==> src/rtl/divide_iterative.sv <==
// Sequential FP32 divider: restoring mantissa division, one quotient bit per clock,
// truncating result, denormals treated as zero, start/busy/done handshake.
module divide_iterative #(
  parameter int QUOTIENT_BITS = 25
) (
  input  logic        clk,
  input  logic        rst_n,
  input  logic        start,
  input  logic [31:0] inputA,
  input  logic [31:0] inputB,
  output logic        busy,
  output logic        done,
  output logic [31:0] out,
  output logic        divByZero
);

  localparam int MSB = QUOTIENT_BITS - 1;
  localparam int CW  = $clog2(QUOTIENT_BITS);

  typedef enum logic [1:0] {IDLE, DIVIDE, NORM, DONE} state_t;

  state_t                   state;
  logic [CW-1:0]            cnt;
  logic                     sign;
  logic [7:0]               exp_a;
  logic [7:0]               exp_b;
  logic [24:0]              rem;
  logic [24:0]              dvs;
  logic [24:0]              diff;
  logic [QUOTIENT_BITS-1:0] q;
  logic signed [9:0]        e_base;
  logic signed [9:0]        e_norm;
  logic [22:0]              frac;
  logic [32:0]              result;

  // Returns {divByZero, out}; special cases are checked in priority order.
  function automatic logic [32:0] pack_result(input logic sgn, input logic [7:0] ea,
                                              input logic [7:0] eb, input logic signed [9:0] e,
                                              input logic [22:0] f);
    if (ea == 8'hFF || eb == 8'hFF) return {1'b0, 32'h7FC0_0000};
    if (eb == 8'h00) return (ea == 8'h00) ? {1'b1, 32'h7FC0_0000} : {1'b1, sgn, 8'hFF, 23'h0};
    if (ea == 8'h00) return {1'b0, sgn, 31'h0};
    if (e >= 10'sd255) return {1'b0, sgn, 8'hFF, 23'h0};
    if (e <= 10'sd0) return {1'b0, sgn, 31'h0};
    return {1'b0, sgn, e[7:0], f};
  endfunction

  assign diff = rem - dvs;

  // Quotient lies in [0.5, 2): a clear integer bit means one extra normalising shift.
  always_comb begin
    e_base = $signed({2'b00, exp_a}) - $signed({2'b00, exp_b}) + 10'sd127;
    e_norm = e_base;
    frac   = q[MSB-1 -: 23];
    if (!q[MSB]) begin
      e_norm = e_base - 10'sd1;
      frac   = q[MSB-2 -: 23];
    end
    result = pack_result(sign, exp_a, exp_b, e_norm, frac);
  end

  always_ff @(posedge clk) begin
    if (state == IDLE && start) begin
      sign  <= inputA[31] ^ inputB[31];
      exp_a <= inputA[30:23];
      exp_b <= inputB[30:23];
      rem   <= {2'b01, inputA[22:0]};
      dvs   <= {2'b01, inputB[22:0]};
      q     <= '0;
    end else if (state == DIVIDE) begin
      if (rem >= dvs) begin
        q   <= {q[MSB-1:0], 1'b1};
        rem <= diff << 1;
      end else begin
        q   <= {q[MSB-1:0], 1'b0};
        rem <= rem << 1;
      end
    end
  end

  always_ff @(posedge clk) begin
    if (!rst_n) begin
      state     <= IDLE;
      cnt       <= '0;
      busy      <= 1'b0;
      done      <= 1'b0;
      out       <= 32'h0;
      divByZero <= 1'b0;
    end else begin
      case (state)
        IDLE: begin
          done <= 1'b0;
          if (start) begin
            state <= DIVIDE;
            cnt   <= '0;
            busy  <= 1'b1;
          end
        end
        DIVIDE: begin
          cnt <= cnt + 1'b1;
          if (cnt == CW'(QUOTIENT_BITS - 1)) state <= NORM;
        end
        NORM: begin
          {divByZero, out} <= result;
          done  <= 1'b1;
          state <= DONE;
        end
        DONE: begin
          done  <= 1'b0;
          busy  <= 1'b0;
          state <= IDLE;
        end
        default: state <= IDLE;
      endcase
    end
  end

endmodule

==> config.mk <==
export PLATFORM = sky130hd
export DESIGN_NAME = divide_iterative
export DESIGN_NICKNAME = d
export VERILOG_FILES = /design/src/rtl/divide_iterative.sv
export SDC_FILE = /design/constraint.sdc
export NUM_CORES = 1
export LEC_CHECK = 0
export BUFFER_PORTS_ARGS = -buffer_cell sky130_fd_sc_hd__buf_2
export CORE_UTILIZATION = 51
export CTS_BUF_LIST = sky130_fd_sc_hd__clkbuf_4
export CTS_CLUSTER_SIZE = 24
export DETAILED_ROUTE_END_ITERATION = 16
export PLACE_DENSITY = 0.8
export SKIP_CTS_REPAIR_TIMING = 1
export SLEW_MARGIN = 20
export SYNTH_ARGS = -nofsm -noshare
export SYNTH_HDL_FRONTEND = slang
export SYNTH_SLANG_ARGS = --single-unit
==> constraint.sdc <==
create_clock -name clk -period 3.2 [get_ports clk]
set_input_delay 0.48 -clock clk [delete_from_list [all_inputs] [get_ports clk]]
set_output_delay 0.48 -clock clk [all_outputs]
set_load 0.1 [all_outputs]
# Yosys cells after proc, flatten, opt, wreduce, memory -nomap -nowiden
# Index checks and enable logic that the tools add are counted.
# totals
reg_bits,132
in_bits,67
output_inout_bits,35
# op_classes
add_sub_neg,5
order_cmp,3
n_eq_ne,8
n_mux,40
bitwise,1
reduce_logical,13
# ops
cell,count
two-way mux 33 bit,10
two-way mux 23 bit,3
two-way mux 32 bit,1
greater-or-equal comparator 25 x 24 -> 1 bit,1
two-way mux 25 bit,1
subtractor 24 bit,1
two-way mux 1 bit,17
equality test 8 bit (second input constant),2
logical NOT 8 bit,2
adder 9 x 8 -> 10 bit (second input constant),1
greater-or-equal comparator 10 x 9 -> 1 bit (second input constant),1
less-or-equal comparator 10 x 1 -> 1 bit (second input constant),1
two-way mux 10 bit,1
one-hot mux 5 bit (2 select lines),1
subtractor 10 x 2 -> 10 bit (second input constant),1
subtractor 8 x 8 -> 9 bit,1
one-hot mux 2 bit (4 select lines),1
nonzero test 2 bit,4
AND reduction 2 bit,3
adder 5 x 1 -> 5 bit (second input constant),1
equality test 5 bit (second input constant),1
two-way mux 5 bit,1
equality test 2 bit (second input constant),2
two-way mux 2 bit,2
other kinds (9),10

# Logic depth before layout (Yosys ltp)
# logic_depth
depth_word,18
depth_mapped,16
mapped_depth_nobuf,15

# Least setup slack after synthesis
# Ideal clock, no wire load.
# synth_timing
path_type,reg2reg
from,register exp_a[0]
to,register out[0]
setup_ps,67
arrival_time_ps,3503
required_time_ps,3133
path_slack_ps,-370
path_stages_with_launch,16
path_buffers,1
synth_period_minus_slack_ps,3570
path_cell_list,edfxtp_1 -> inv_1 -> ha_1 -> inv_1 -> fa_1 -> inv_1 -> ha_1 -> nor3b_2 -> a21oi_1 -> o21ai_1 -> nor3b_2 -> nand2b_2 -> a32o_1 -> or4_4 -> buf_6 -> o21ai_2
# synth_via
elab_chain_len,15
# synth_lines
element,line,source
start: declaration,25,logic [7:0] exp_a;
start signal: assignment,65,exp_a <= inputA[30:23];
subtractor 8 x 8 -> 9 bit,52,"e_base = $signed({2'b00, exp_a}) - $signed({2'b00, exp_b}) + 10'sd127;"
adder 9 x 8 -> 10 bit,52,
subtractor 10 x 2 -> 10 bit,56,e_norm = e_base - 10'sd1;
two-way mux 10 bit,55,if (!q[MSB]) begin
less-or-equal comparator 10 x 1 -> 1 bit,44,"if (e <= 10'sd0) return {1'b0, sgn, 31'h0};"
two-way mux 1 bit (2 in a row),44,
two-way mux 1 bit,43,"if (e >= 10'sd255) return {1'b0, sgn, 8'hFF, 23'h0};"
two-way mux 1 bit,42,"if (ea == 8'h00) return {1'b0, sgn, 31'h0};"
two-way mux 1 bit,41,"if (eb == 8'h00) return (ea == 8'h00) ? {1'b1, 32'h7FC0_0000} : {1'b1, sgn, 8'hFF, 23'h0};"
two-way mux 33 bit,45,"return {1'b0, sgn, e[7:0], f};"
two-way mux 33 bit,44,
two-way mux 33 bit,43,
two-way mux 33 bit,42,
two-way mux 33 bit (*),41,
end signal: assignment,104,"{divByZero, out} <= result;"
end: declaration,13,"output logic [31:0] out,"
# Mark *: on every way between the ends. The rest lies on a longest branch, timed or not. The select of a mux whose other input is x is not followed.
# A chain may end at the register's enable or synchronous reset.

# Worst setup path in the final report
# layout_timing
from,register exp_a[0]
to,register out[10]
# Same word-level chain as after synthesis.

==> Implementation_results.wiki <==
{| class="wikitable"
! Metric !! Value
|-
| Vias after detailed routing || 6,073
|-
| CP bufs+invs || 5
|-
| Number of hold-slack violations in the final timing report || 0
|-
| Core footprint || 14,000 µm²
|-
| Overall power || 0.00951 W
|-
| Non-filler instance count after layout || 1,082
|-
| Per-cell via count in the routed design || 5.61
|-
| Primary flip-flop cell chosen by synthesis mapping || sky130_fd_sc_hd__dfxtp_1
|-
| Source of the critical timing path || exp_a[0]$_DFFE_PP_
|-
| RePlAce Congestion || 0.877
|-
| Number of nets produced by synthesis || 851
|-
| Post-synthesis mux area share || 8.79%
|-
| Remaining max-slew budget at the tightest pin || 64.3%
|-
| Synth area leader || sky130_fd_sc_hd__edfxtp_1
|-
| Mean area per synthesized cell || 10.0 µm²
|-
| List of cells traversed by the critical path || inv_1, ha_2, inv_2, fa_2, inv_2, ha_1, nor2b_4, buf_4, xnor2_1, xnor2_1, nor2_1, nand2_1, o22ai_1, a32o_2, or4_4, buf_12, o21ai_2
|-
| Post-route antenna net violation count || 0
|-
| Count of TritonRoute iterations in the first routing pass || 7
|-
| Vias in the first global route || 5,835
|-
| Total number of placement rows || 43
|-
| Boundary Pins || 102
|-
| Number of clock buffers inserted by TritonCTS || 17
|-
| Max H-tree Level || 4
|-
| Commonest non-fill, non-tap cell in the layout || sky130_fd_sc_hd__buf_2
|-
| Final setup slack of the worst path || -0.386 ns
|-
| Clock network fraction of total power || 11.2%
|-
| Commonest non-fill, non-tap cells in the layout || sky130_fd_sc_hd__buf_2, sky130_fd_sc_hd__nor2_1, sky130_fd_sc_hd__dfxtp_1
|-
| Data arrival time of the critical path || 4.08 ns
|-
| Largest net degree at the start of global routing || 44
|-
| Synth Area in XOR/XNOR || 3.97%
|-
| Maximum ir drop on the vdd rail || 0.000527 V
|-
| Antenna fix cells || 0
|-
| Synthesis warning total || 0
|-
| Clock root buffer || sky130_fd_sc_hd__clkbuf_4
|-
| Util after Layout || 63.3%
|-
| Number of DRC violations after detailed routing || 0
|-
| Startpoint of the lowest-slack register-to-register path || exp_a[0]$_DFFE_PP_
|-
| Post-DP HPWL || 12.1 mm
|-
| Placed inst area || 8560 µm²
|-
| Starting density of the core || 53.0%
|-
| Seq/Total Area, Yosys || 44.0%
|-
| Slew at the pin closest to its max-slew limit || 0.535 ns
|-
| Setup repair after global routing missed its margin || yes
|-
| Clock Latency Late Sink || 0.57 ns
|-
| Setup violation total in the final timing report || 30
|-
| Number of storage elements in the synthesis netlist || 132
|-
| Total number of clock tree sinks || 132
|-
| Share of layout cells above drive strength 1 || 27.4%
|-
| Setup crit start kind || flip-flop
|-
| Sequential share of power || 26.7%
|-
| CP required || 3.69 ns
|-
| Global-route wire length before repair || 27.2 mm
|-
| Total length of routed wires || 16.8 mm
|-
| Fraction of registers with async set/reset || 0%
|-
| Switching Fraction || 44.7%
|-
| Combinational group share of total power || 62.1%
|-
| Die Footprint || 15,100 µm²
|-
| Final worst-path cycle share || 112%
|-
| Compound-gate portion of the synthesized area || 16.4%
|-
| Family with the most delay on the worst path || adder cells
|-
| Combined global-route utilization of all metal layers || 23.2%
|-
| Count of max-cap constraint violations || 0
|-
| CTS Buffer Depth || 2
|-
| Register clock-pin slew on the reported worst setup and hold paths || 0.13 ns
|-
| Violations in the final reports || setup timing
|-
| Run status || finished, violations left
|-
| Area fraction in and, or, nand and nor cells after synthesis || 15.6%
|-
| Final Net Count || 998
|-
| Count of buffers inserted at the top-level ports || 101
|-
| Number of DRC markers after the initial detailed-route iteration || 387
|-
| CTS tree || yes
|-
| Clock Skews || 0.0163 ns
|-
| Horizontal die dimension || 123 µm
|-
| Final number of max-transition violations || 0
|-
| Combinational family with the most area after synthesis || compound AO/OA/AOI/OAI gates
|-
| Synth Area in Adders || 7.26%
|-
| Routed wire per std cell || 15.5 µm
|-
| Hold slack || 0.0774 ns
|-
| Power per standard cell area || 1070 nW/µm²
|-
| Cell types with the largest area share after synthesis || sky130_fd_sc_hd__edfxtp_1, sky130_fd_sc_hd__dfxtp_1, sky130_fd_sc_hd__mux2i_1
|-
| Post-layout minimum cycle time || 3.59 ns
|-
| Slowest stage cell, crit path || sky130_fd_sc_hd__fa_2
|-
| Crit-path max cell delay || 0.54 ns
|-
| Overall die height || 123 µm
|-
| Beginning of the worst hold path || inputB[21]
|-
| Type of the worst setup path || reg2reg
|-
| Cell count after synthesis || 742
|-
| Synth-to-layout area growth || 19.3%
|-
| Setup crit end kind || flip-flop
|-
| Synth top area share || 25.4%
|-
| GRT Residual Overflow || 0
|-
| Initial antenna violation count || 0
|-
| Post-synth design cell area || 7450 µm²
|-
| Leakage Power || 3.77 nW
|-
| P_sw || 0.00426 W
|-
| Netlist cell types || 74
|-
| Tightest Hold Check Type || in2reg
|-
| Maximum clock frequency || 0.279 GHz
|-
| Number of placed instances with taps included || 1,048
|-
| Peak fanout along the critical path || 10
|-
| Cell-internal power || 0.00526 W
|-
| Number of flops mapped to enable cells by yosys || 63
|-
| Total non-filler cell area in the finished layout || 8880 µm²
|}
per-layer routing:
layer	up-vias	share of wire, %	GRT usage [%]
met5	-	0	0
met4	0	1.8	8.46
met3	25	4.9	5.30
met2	157	49	39.8
met1	2886	45	28.5
li1	3005	-	-
path summary, 6_finish.rpt:
path                                to  slack, ns  cells past startpoint
hold / removal       dvs[21]$_DFFE_PP_       0.08                      1
setup / recovery  out[10]$_SDFFE_PN0P_      -0.39                     17
setup reg to reg  out[10]$_SDFFE_PN0P_      -0.39                     17
hold reg to reg    out[1]$_SDFFE_PN0P_       0.46                      2
per-stage QoR:
stage / setup slack (ns) / TNS, ns
2_1_floorplan: -0.311 / -6.61
3_3_place_gp: -0.260 / -6.76
3_5_place_dp: -0.333 / -8.66
4_1_cts: -0.378 / -9.64
5_1_grt: -0.533 / -14.73
6_report: -0.386 / -9.71
Yosys cell counts, drive strengths merged, types with 2 or more instances:
cell    number
nor2        77
dfxtp       69
edfxtp      63
mux2i       63
nand2       55
inv         50
o21ai       42
ha          40
a21oi       35
xnor2       20
nor2b       17
a21o        14
clkbuf      14
o21a        12
xor2        12
a211oi      11
and3        11
buf         11
nand4       11
nor3        11
nand3       10
nor4        10
nand2b       7
or2          6
or4          5
nand4b       4
nor3b        4
o31a         4
or3          4
a211o        3
a21boi       3
a221o        3
a221oi       3
a311oi       3
a31oi        3
o211ai       3
o21bai       3
o22ai        3
o311ai       3
a32o         2
and2         2
fa           2
o41ai        2
registers in the layout (all words and copies together) (netlist names), 2 cells and up:
name   cells
q         25
exp_b      8
rem       25
out       32
dvs       23
state      2
exp_a      8
cnt        5
power groups by stage:
stage          combinational (W)  sequential (W)  clock (W)
2_1_floorplan            0.00386         0.00291          0
3_3_place_gp             0.00558         0.00256          0
3_5_place_dp             0.00573         0.00257          0
4_1_cts                  0.00576         0.00253    0.00109
5_1_grt                  0.00646         0.00258    0.00117
6_report                 0.00591         0.00254    0.00107
logic make-up (layout without fill, tap and decap cells):
family	Yosys count	in the layout
xor gates and xnor gates	32	32
and+or+nand+nor	235	235
muxes	64	64
adders and majority gates	42	42
buffers and inverters	75	235
AOI/OAI and AO/OA	162	162
DFF	132	132
layout make-up:
type	count	area, µm²
clock buffers	18	135
clock inverters	14	130
fillers	1145	5160
inverters	50	188
multi-input cells	535	4000
flip-flops and latches	132	3270
well taps	180	225
repair buffers	153	933
No activity file was read; power rests on OpenSTA's default activity.
